<file path="src/rtl/seq_detect_param_pkg.sv">
// Shared constants, types and helpers for the parametrised sequence detector.
package seq_det_pkg;

    localparam int DEF_PAT_W = 8;
    localparam int DEF_CNT_W = 8;

    // Widest pattern the mask helper can describe; detector instances stay at or below this.
    localparam int MAX_PAT_W = 64;

    typedef enum logic {
        MODE_NON_OVERLAP = 1'b0,
        MODE_OVERLAP     = 1'b1
    } det_mode_e;

    // Width needed to hold any length from 0 up to and including pat_w.
    function automatic int calc_len_w(input int pat_w);
        return $clog2(pat_w + 1);
    endfunction

    // Mask with the low n bits set; callers size-cast the result down to their pattern width.
    function automatic logic [MAX_PAT_W-1:0] len_mask(input int n);
        logic [MAX_PAT_W-1:0] m;
        m = '0;
        for (int i = 0; i < MAX_PAT_W; i++) begin
            m[i] = (i < n);
        end
        return m;
    endfunction

endpackage

</file>
<file path="src/rtl/seq_detect_param_if.sv">
// Configuration, serial data and detect-status bundle for seq_detect_param.
// The master side is whatever feeds the bit stream and reads the status back.
interface seq_detect_param_if
    import seq_det_pkg::*;
#(
    parameter int PAT_W = DEF_PAT_W,
    parameter int CNT_W = DEF_CNT_W
);

    localparam int LEN_W = calc_len_w(PAT_W);

    logic             cfg_load;
    logic [PAT_W-1:0] pattern;
    logic [LEN_W-1:0] len;
    logic             overlap_en;
    logic             din_valid;
    logic             din;
    logic             y;
    logic [CNT_W-1:0] match_cnt;
    logic             cnt_sat;

    modport master (
        output cfg_load,
        output pattern,
        output len,
        output overlap_en,
        output din_valid,
        output din,
        input  y,
        input  match_cnt,
        input  cnt_sat
    );

    modport slave (
        input  cfg_load,
        input  pattern,
        input  len,
        input  overlap_en,
        input  din_valid,
        input  din,
        output y,
        output match_cnt,
        output cnt_sat
    );

endinterface

</file>
<file path="src/rtl/seq_detect_param_sat_counter.sv">
// Saturating up-counter: clears on rst or clr, increments on inc, sticks at all ones.
module sat_counter #(
    parameter int W = 8
) (
    input  logic         clk,
    input  logic         rst,
    input  logic         clr,
    input  logic         inc,
    output logic [W-1:0] q,
    output logic         sat
);

    logic [W-1:0] r_count;
    logic         w_sat;

    assign w_sat = &r_count;

    // Count register; reset and clear win over increment, and a full counter never wraps.
    always_ff @(posedge clk) begin
        if (rst) begin
            r_count <= '0;
        end else if (clr) begin
            r_count <= '0;
        end else if (inc && !w_sat) begin
            r_count <= r_count + W'(1);
        end
    end

    assign q   = r_count;
    assign sat = w_sat;

endmodule

</file>
<file path="src/rtl/seq_detect_param.sv">
// Runtime-programmable Moore sequence detector for a qualified serial bit stream.
// The pattern is matched MSB-first against the most recent accepted bits, with
// overlapping or non-overlapping detection and a saturating match count.
module seq_detect_param
    import seq_det_pkg::*;
#(
    parameter int PAT_W = DEF_PAT_W,
    parameter int CNT_W = DEF_CNT_W
) (
    input logic               clk,
    input logic               rst,
    seq_detect_param_if.slave bus
);

    localparam int               LEN_W    = calc_len_w(PAT_W);
    localparam logic [LEN_W-1:0] FULL_LEN = LEN_W'(PAT_W);

    logic [PAT_W-1:0] r_shreg;
    logic [LEN_W-1:0] r_fill;
    logic [PAT_W-1:0] r_pat;
    logic [LEN_W-1:0] r_len;
    det_mode_e        r_mode;
    logic             r_y;

    logic [PAT_W-1:0] w_nsh;
    logic [LEN_W-1:0] w_nfill;
    logic [PAT_W-1:0] w_mask;
    logic             w_hit;
    logic             w_accept;
    logic [LEN_W-1:0] w_loadLen;
    logic [CNT_W-1:0] w_cnt;
    logic             w_sat;

    // A bit is taken only when no configuration load competes with it.
    assign w_accept = bus.din_valid && !bus.cfg_load;

    // Zero or out-of-range lengths fall back to the full pattern width.
    assign w_loadLen = ((bus.len == '0) || (bus.len > FULL_LEN)) ? FULL_LEN : bus.len;

    // Shift the new bit in at the bottom; the oldest bit drops off the top.
    assign w_nsh = PAT_W'({r_shreg, bus.din});

    // Fill counts real history since the last flush so stale shreg bits never match.
    assign w_nfill = (r_fill >= FULL_LEN) ? FULL_LEN : (r_fill + LEN_W'(1));

    assign w_mask = PAT_W'(len_mask(int'(r_len)));

    assign w_hit = (w_nfill >= r_len) && ((w_nsh & w_mask) == (r_pat & w_mask));

    // Detector state: reset, then configuration flush, then accepted bits; otherwise hold.
    always_ff @(posedge clk) begin
        if (rst) begin
            r_shreg <= '0;
            r_fill  <= '0;
            r_pat   <= '0;
            r_len   <= FULL_LEN;
            r_mode  <= MODE_OVERLAP;
            r_y     <= 1'b0;
        end else if (bus.cfg_load) begin
            r_pat   <= bus.pattern;
            r_len   <= w_loadLen;
            r_mode  <= bus.overlap_en ? MODE_OVERLAP : MODE_NON_OVERLAP;
            r_shreg <= '0;
            r_fill  <= '0;
            r_y     <= 1'b0;
        end else if (bus.din_valid) begin
            r_shreg <= w_nsh;
            r_y     <= w_hit;
            r_fill  <= (w_hit && (r_mode == MODE_NON_OVERLAP)) ? '0 : w_nfill;
        end
    end

    sat_counter #(
        .W (CNT_W)
    ) u_matchCnt (
        .clk (clk),
        .rst (rst),
        .clr (bus.cfg_load),
        .inc (w_accept && w_hit),
        .q   (w_cnt),
        .sat (w_sat)
    );

    assign bus.y         = r_y;
    assign bus.match_cnt = w_cnt;
    assign bus.cnt_sat   = w_sat;

endmodule
</file>
<file path="src/flat_wrapper.sv">
// flat-port wrapper written by rule: the top's interface ports become plain ports
module seq_detect_param_flat import seq_det_pkg::*;
#(
    parameter int PAT_W = DEF_PAT_W,
    parameter int CNT_W = DEF_CNT_W
)
  (clk, rst, bus_cfg_load, bus_pattern, bus_len, bus_overlap_en, bus_din_valid, bus_din, bus_y, bus_match_cnt, bus_cnt_sat);
  seq_detect_param_if #(.PAT_W(PAT_W), .CNT_W(CNT_W)) bus_i ();
  input logic clk;
  input logic rst;
  input wire logic [$bits(bus_i.cfg_load)-1:0] bus_cfg_load;
  input wire logic [$bits(bus_i.pattern)-1:0] bus_pattern;
  input wire logic [$bits(bus_i.len)-1:0] bus_len;
  input wire logic [$bits(bus_i.overlap_en)-1:0] bus_overlap_en;
  input wire logic [$bits(bus_i.din_valid)-1:0] bus_din_valid;
  input wire logic [$bits(bus_i.din)-1:0] bus_din;
  output wire logic [$bits(bus_i.y)-1:0] bus_y;
  output wire logic [$bits(bus_i.match_cnt)-1:0] bus_match_cnt;
  output wire logic [$bits(bus_i.cnt_sat)-1:0] bus_cnt_sat;
  assign bus_i.cfg_load = bus_cfg_load;
  assign bus_i.pattern = bus_pattern;
  assign bus_i.len = bus_len;
  assign bus_i.overlap_en = bus_overlap_en;
  assign bus_i.din_valid = bus_din_valid;
  assign bus_i.din = bus_din;
  assign bus_y = bus_i.y;
  assign bus_match_cnt = bus_i.match_cnt;
  assign bus_cnt_sat = bus_i.cnt_sat;
  seq_detect_param #(.PAT_W(PAT_W), .CNT_W(CNT_W)) u_core (.clk(clk), .rst(rst), .bus(bus_i));
endmodule
</file>
<file path="config.mk">
export PLATFORM = sky130hd
export DESIGN_NAME = seq_detect_param_flat
export DESIGN_NICKNAME = d
export VERILOG_FILES = /design/src/rtl/seq_detect_param_pkg.sv /design/src/rtl/seq_detect_param_if.sv /design/src/rtl/seq_detect_param_sat_counter.sv /design/src/rtl/seq_detect_param.sv /design/src/flat_wrapper.sv
export SDC_FILE = /design/constraint.sdc
export NUM_CORES = 1
export LEC_CHECK = 0
export ABC_AREA = 1
export BUFFER_PORTS_ARGS = -buffer_cell sky130_fd_sc_hd__clkbuf_2
export CAP_MARGIN = 40
export CORE_UTILIZATION = 51
export DETAILED_ROUTE_END_ITERATION = 10
export GPL_TIMING_DRIVEN = 0
export PLACE_DENSITY = 0.73
export SLEW_MARGIN = 10
export SYNTH_ARGS = -nofsm -noshare
export SYNTH_HDL_FRONTEND = slang
export SYNTH_HIERARCHICAL = 1
export SYNTH_SLANG_ARGS = --single-unit
</file>
<file path="constraint.sdc">
create_clock -name clk -period 3.1 [get_ports clk]
set_input_delay 0.775 -clock clk [delete_from_list [all_inputs] [get_ports clk]]
set_output_delay 0.775 -clock clk [all_outputs]
set_load 0.005 [all_outputs]
</file>
==> out/metrics.yaml <==
outcome:
  status: "finished clean"
timing:
  setup_violations: 0
  slew_violations: 0
  period_share_pct: 82.2
  hold_slack_ns: 0.475
  max_freq_ghz: 0.393
  hold_viol: 0
  fin_crit_ns: 2.55
  slew_headroom_pct: 67.6
  rsz0062_at_grt: "no"
  fin_setup_tns_ns: 0
  worst_pin_slew_ns: 0.484
  finClkSkew_ns: 0.00521
power_and_ir_drop:
  power.total_uw: 772
  leakage_uw: 0.000925
  ir_drop_mv: 0.218
  powerDensity_nw_per_um2: 395
critical_path:
  crit_chain: "inv_1 -> ha_1 -> inv_1 -> nor2_1 -> ha_1 -> inv_1 -> o21bai_1 -> nand3_1 -> nand3_1 -> nand4_1 -> nor2_1 -> buf_4 -> nand2_1 -> nor2_2 -> nand3b_1 -> nor2_1 -> nor2_1"
  endpoint_kind: "flip-flop"
  worstSetupPathType: "flip-flop to flip-flop"
  critPathRequiredTime_ns: 3.32
  path_buf_inv: 4
  critPathTopFamily: "simple AND/OR/NAND/NOR gates"
  crit_fanout: 9
  path_common_cell: "nor2_1"
  cp.arrival_ns: 2.77
  cp_slowest_cell: "dfxtp_1"
  cpPeakStageDelay_ns: 0.38
  start_kind: "flip-flop"
synthesis:
  postSynthAreaPerCell_um2: 6.81
  synthMuxAreaShare_pct: 0
  synth_compound_area_share_pct: 15.1
  synth_flop_cell: "dfxtp_1"
  async_reset_ff_share_pct: 0
  syn_area_um2: 1720
  synth_cell_type_count: 26
  synth-edff-count: 0
  syn_nets: 277
  synthSimpleGateAreaFrac_pct: 30.9
  synth.most_common_cell: "nand2_1"
  synthDominantCellAreaShare_pct: 38.5
  syn_inst: 252
  yosys.area_share.adder_pct: 5.11
  yosysTopAreaCell: "dfxtp_1"
  synth_seq_cells: 33
  synthTopCellsByArea: "dfxtp_1 (39%), nand2_1 (13%), nor2_1 (7.7%), a21oi_1 (7.0%), inv_1 (7.0%)"
  synth_top_family_by_area: "simple AND/OR/NAND/NOR gates"
  synth_common_cells: "nand2_1 (59), nor2_1 (35), dfxtp_1 (33)"
  synthXorXnorAreaFrac_pct: 0.511
  ys_warn_count: 6
  ys_seq_area_share_pct: 38.5
worst_hold_path:
  hp-class: "flip-flop to flip-flop"
layout:
  syn2layout_area_growth_pct: 13.8
  drive_gt1_share_pct: 16.1
  final_nets: 310
  antenna_cells: 0
clock_network:
  cts.reportedPaths.clkPinSlew_ns: 0.10
  worstSkewPairLatency_ns: 0.32
  cts_buffers: 5
  cts_resized: 0
  cts_buffer_depth: 2
  cts_setup_buffers: 0
  hold_buffers: 0
  cts_tree: "yes"
  root_buffer: "clkbuf_4"
  htree_levels: 2
  cts_num_sinks: 33
die:
  ioPinCount: 28
  die_w_um: 60.0
  initial_core_util_pct: 54.8
  rows: 20
  dieArea_um2: 3600
  die-height_um: 60.0
  core_um2: 3130
grt:
  grt_pass1_vias: 1402
  antenna_found_initial: 0
  grt_use_total_pct: 22.2
  grt_overflow_total: 0
  grt_max_degree: 11
  grt_pass1_wl_um: 5930
route:
  via_per_inst: 5.00
  drc: 0
  vias: 1651
  routed_wl_um: 3720
  firstDrtPassIters: 4
  ant_nets: 0
  wl_per_cell_um: 11.3
  drt_iter0_markers: 90
run:
  drv_cap: 0
placed_design:
  gp_congestion: 0.797
  portBuffers: 26
  place.detailed.hpwl_um: 2700
## cells by family (layout without fill, tap and decap cells)
logic type      after synthesis  after routing
flops                        33             33
fa+ha+maj                     7              7
simple gates                123            123
xor+xnor                      1              1
buf+inv                      39             73
compound gates               49             49
## worst register-to-register path, cell delays in order (launching register included)
cell and delay (ns):
dfxtp_1 0.38, inv_1 0.07, ha_1 0.28, inv_1 0.07, nor2_1 0.04, ha_1 0.29, inv_1 0.04, o21bai_1 0.11
nand3_1 0.07, nand3_1 0.11, nand4_1 0.16, nor2_1 0.11, buf_4 0.17, nand2_1 0.09, nor2_2 0.15, nand3b_1 0.12
nor2_1 0.12, nor2_1 0.05
## metal layers
layer / vias up / routed length, um / global-route usage (%)
li1: 879 / - / -
met4: 0 / 19 / 7.97
met2: 31 / 1750 / 37.3
met3: 2 / 133 / 4.11
met5: - / 0 / 0
met1: 739 / 1810 / 28.3
## layout make-up
cell class | count | area (um2)
Inverter | 32 | 120
Sequential cell | 33 | 661
Tap cell | 44 | 55.1
Buffer | 7 | 48.8
Fill cell | 314 | 1180
Clock inverter | 2 | 10.0
Clock buffer | 6 | 41.3
Multi-Input combinational cell | 180 | 886
Timing Repair Buffer | 26 | 130
## final timing paths
path                                                             to  depth (start not counted)  slack [ns]                           from
worst max-delay path            u_core/u_matchCnt/q[7]$_SDFFE_PP0P_                         17        0.55  u_core/r_fill[0]$_SDFFE_PP0P_
worst max register to register  u_core/u_matchCnt/q[7]$_SDFFE_PP0P_                         17        0.55  u_core/r_fill[0]$_SDFFE_PP0P_
worst min register to register            u_core/bus.y$_SDFFE_PP0P_                          2        0.47      u_core/bus.y$_SDFFE_PP0P_
worst min-delay path                      u_core/bus.y$_SDFFE_PP0P_                          2        0.47      u_core/bus.y$_SDFFE_PP0P_
## metrics by stage
stage                     instances  utilization, %  cell area (um2)  setup WS, ns
after floorplan                 252               -             1720         0.835
after global placement          322            60.8             1900         0.615
after detailed placement        322            60.8             1900         0.585
after CTS                       330            62.4             1950         0.562
after global routing            330            62.4             1950         0.273
final                           330            62.4             1950         0.553
## power breakdown
part,internal [uW],switching (uW)
clock network,86.4,142
registers,438,10.0
logic,36.2,58.9
total,561,211
## state kept, by name, indices dropped and copies added (netlist names)
name and flops:
u_core/r_fill 4, u_core/u_matchCnt/q 8, u_core/r_len 4, u_core/bus.y 1, u_core/r_mode 1, u_core/r_shreg 7, u_core/r_pat 8
## cell usage in the layout, fill, tap and decap left out, types with 2 or more instances in the layout
cell,count
a21oi_1,24
clkbuf_4,5
buf_6,2
buf_2,3
ha_1,7
clkinv_2,2
o211ai_1,2
inv_1,32
nor2_2,3
nand2_1,59
clkbuf_2,26
nor2_1,35
nor3_1,4
dfxtp_1,33
o21ai_0,20
clkbuf_1,2
nand4_1,3
nand3_1,13
Power figures use the tool's default switching activity.
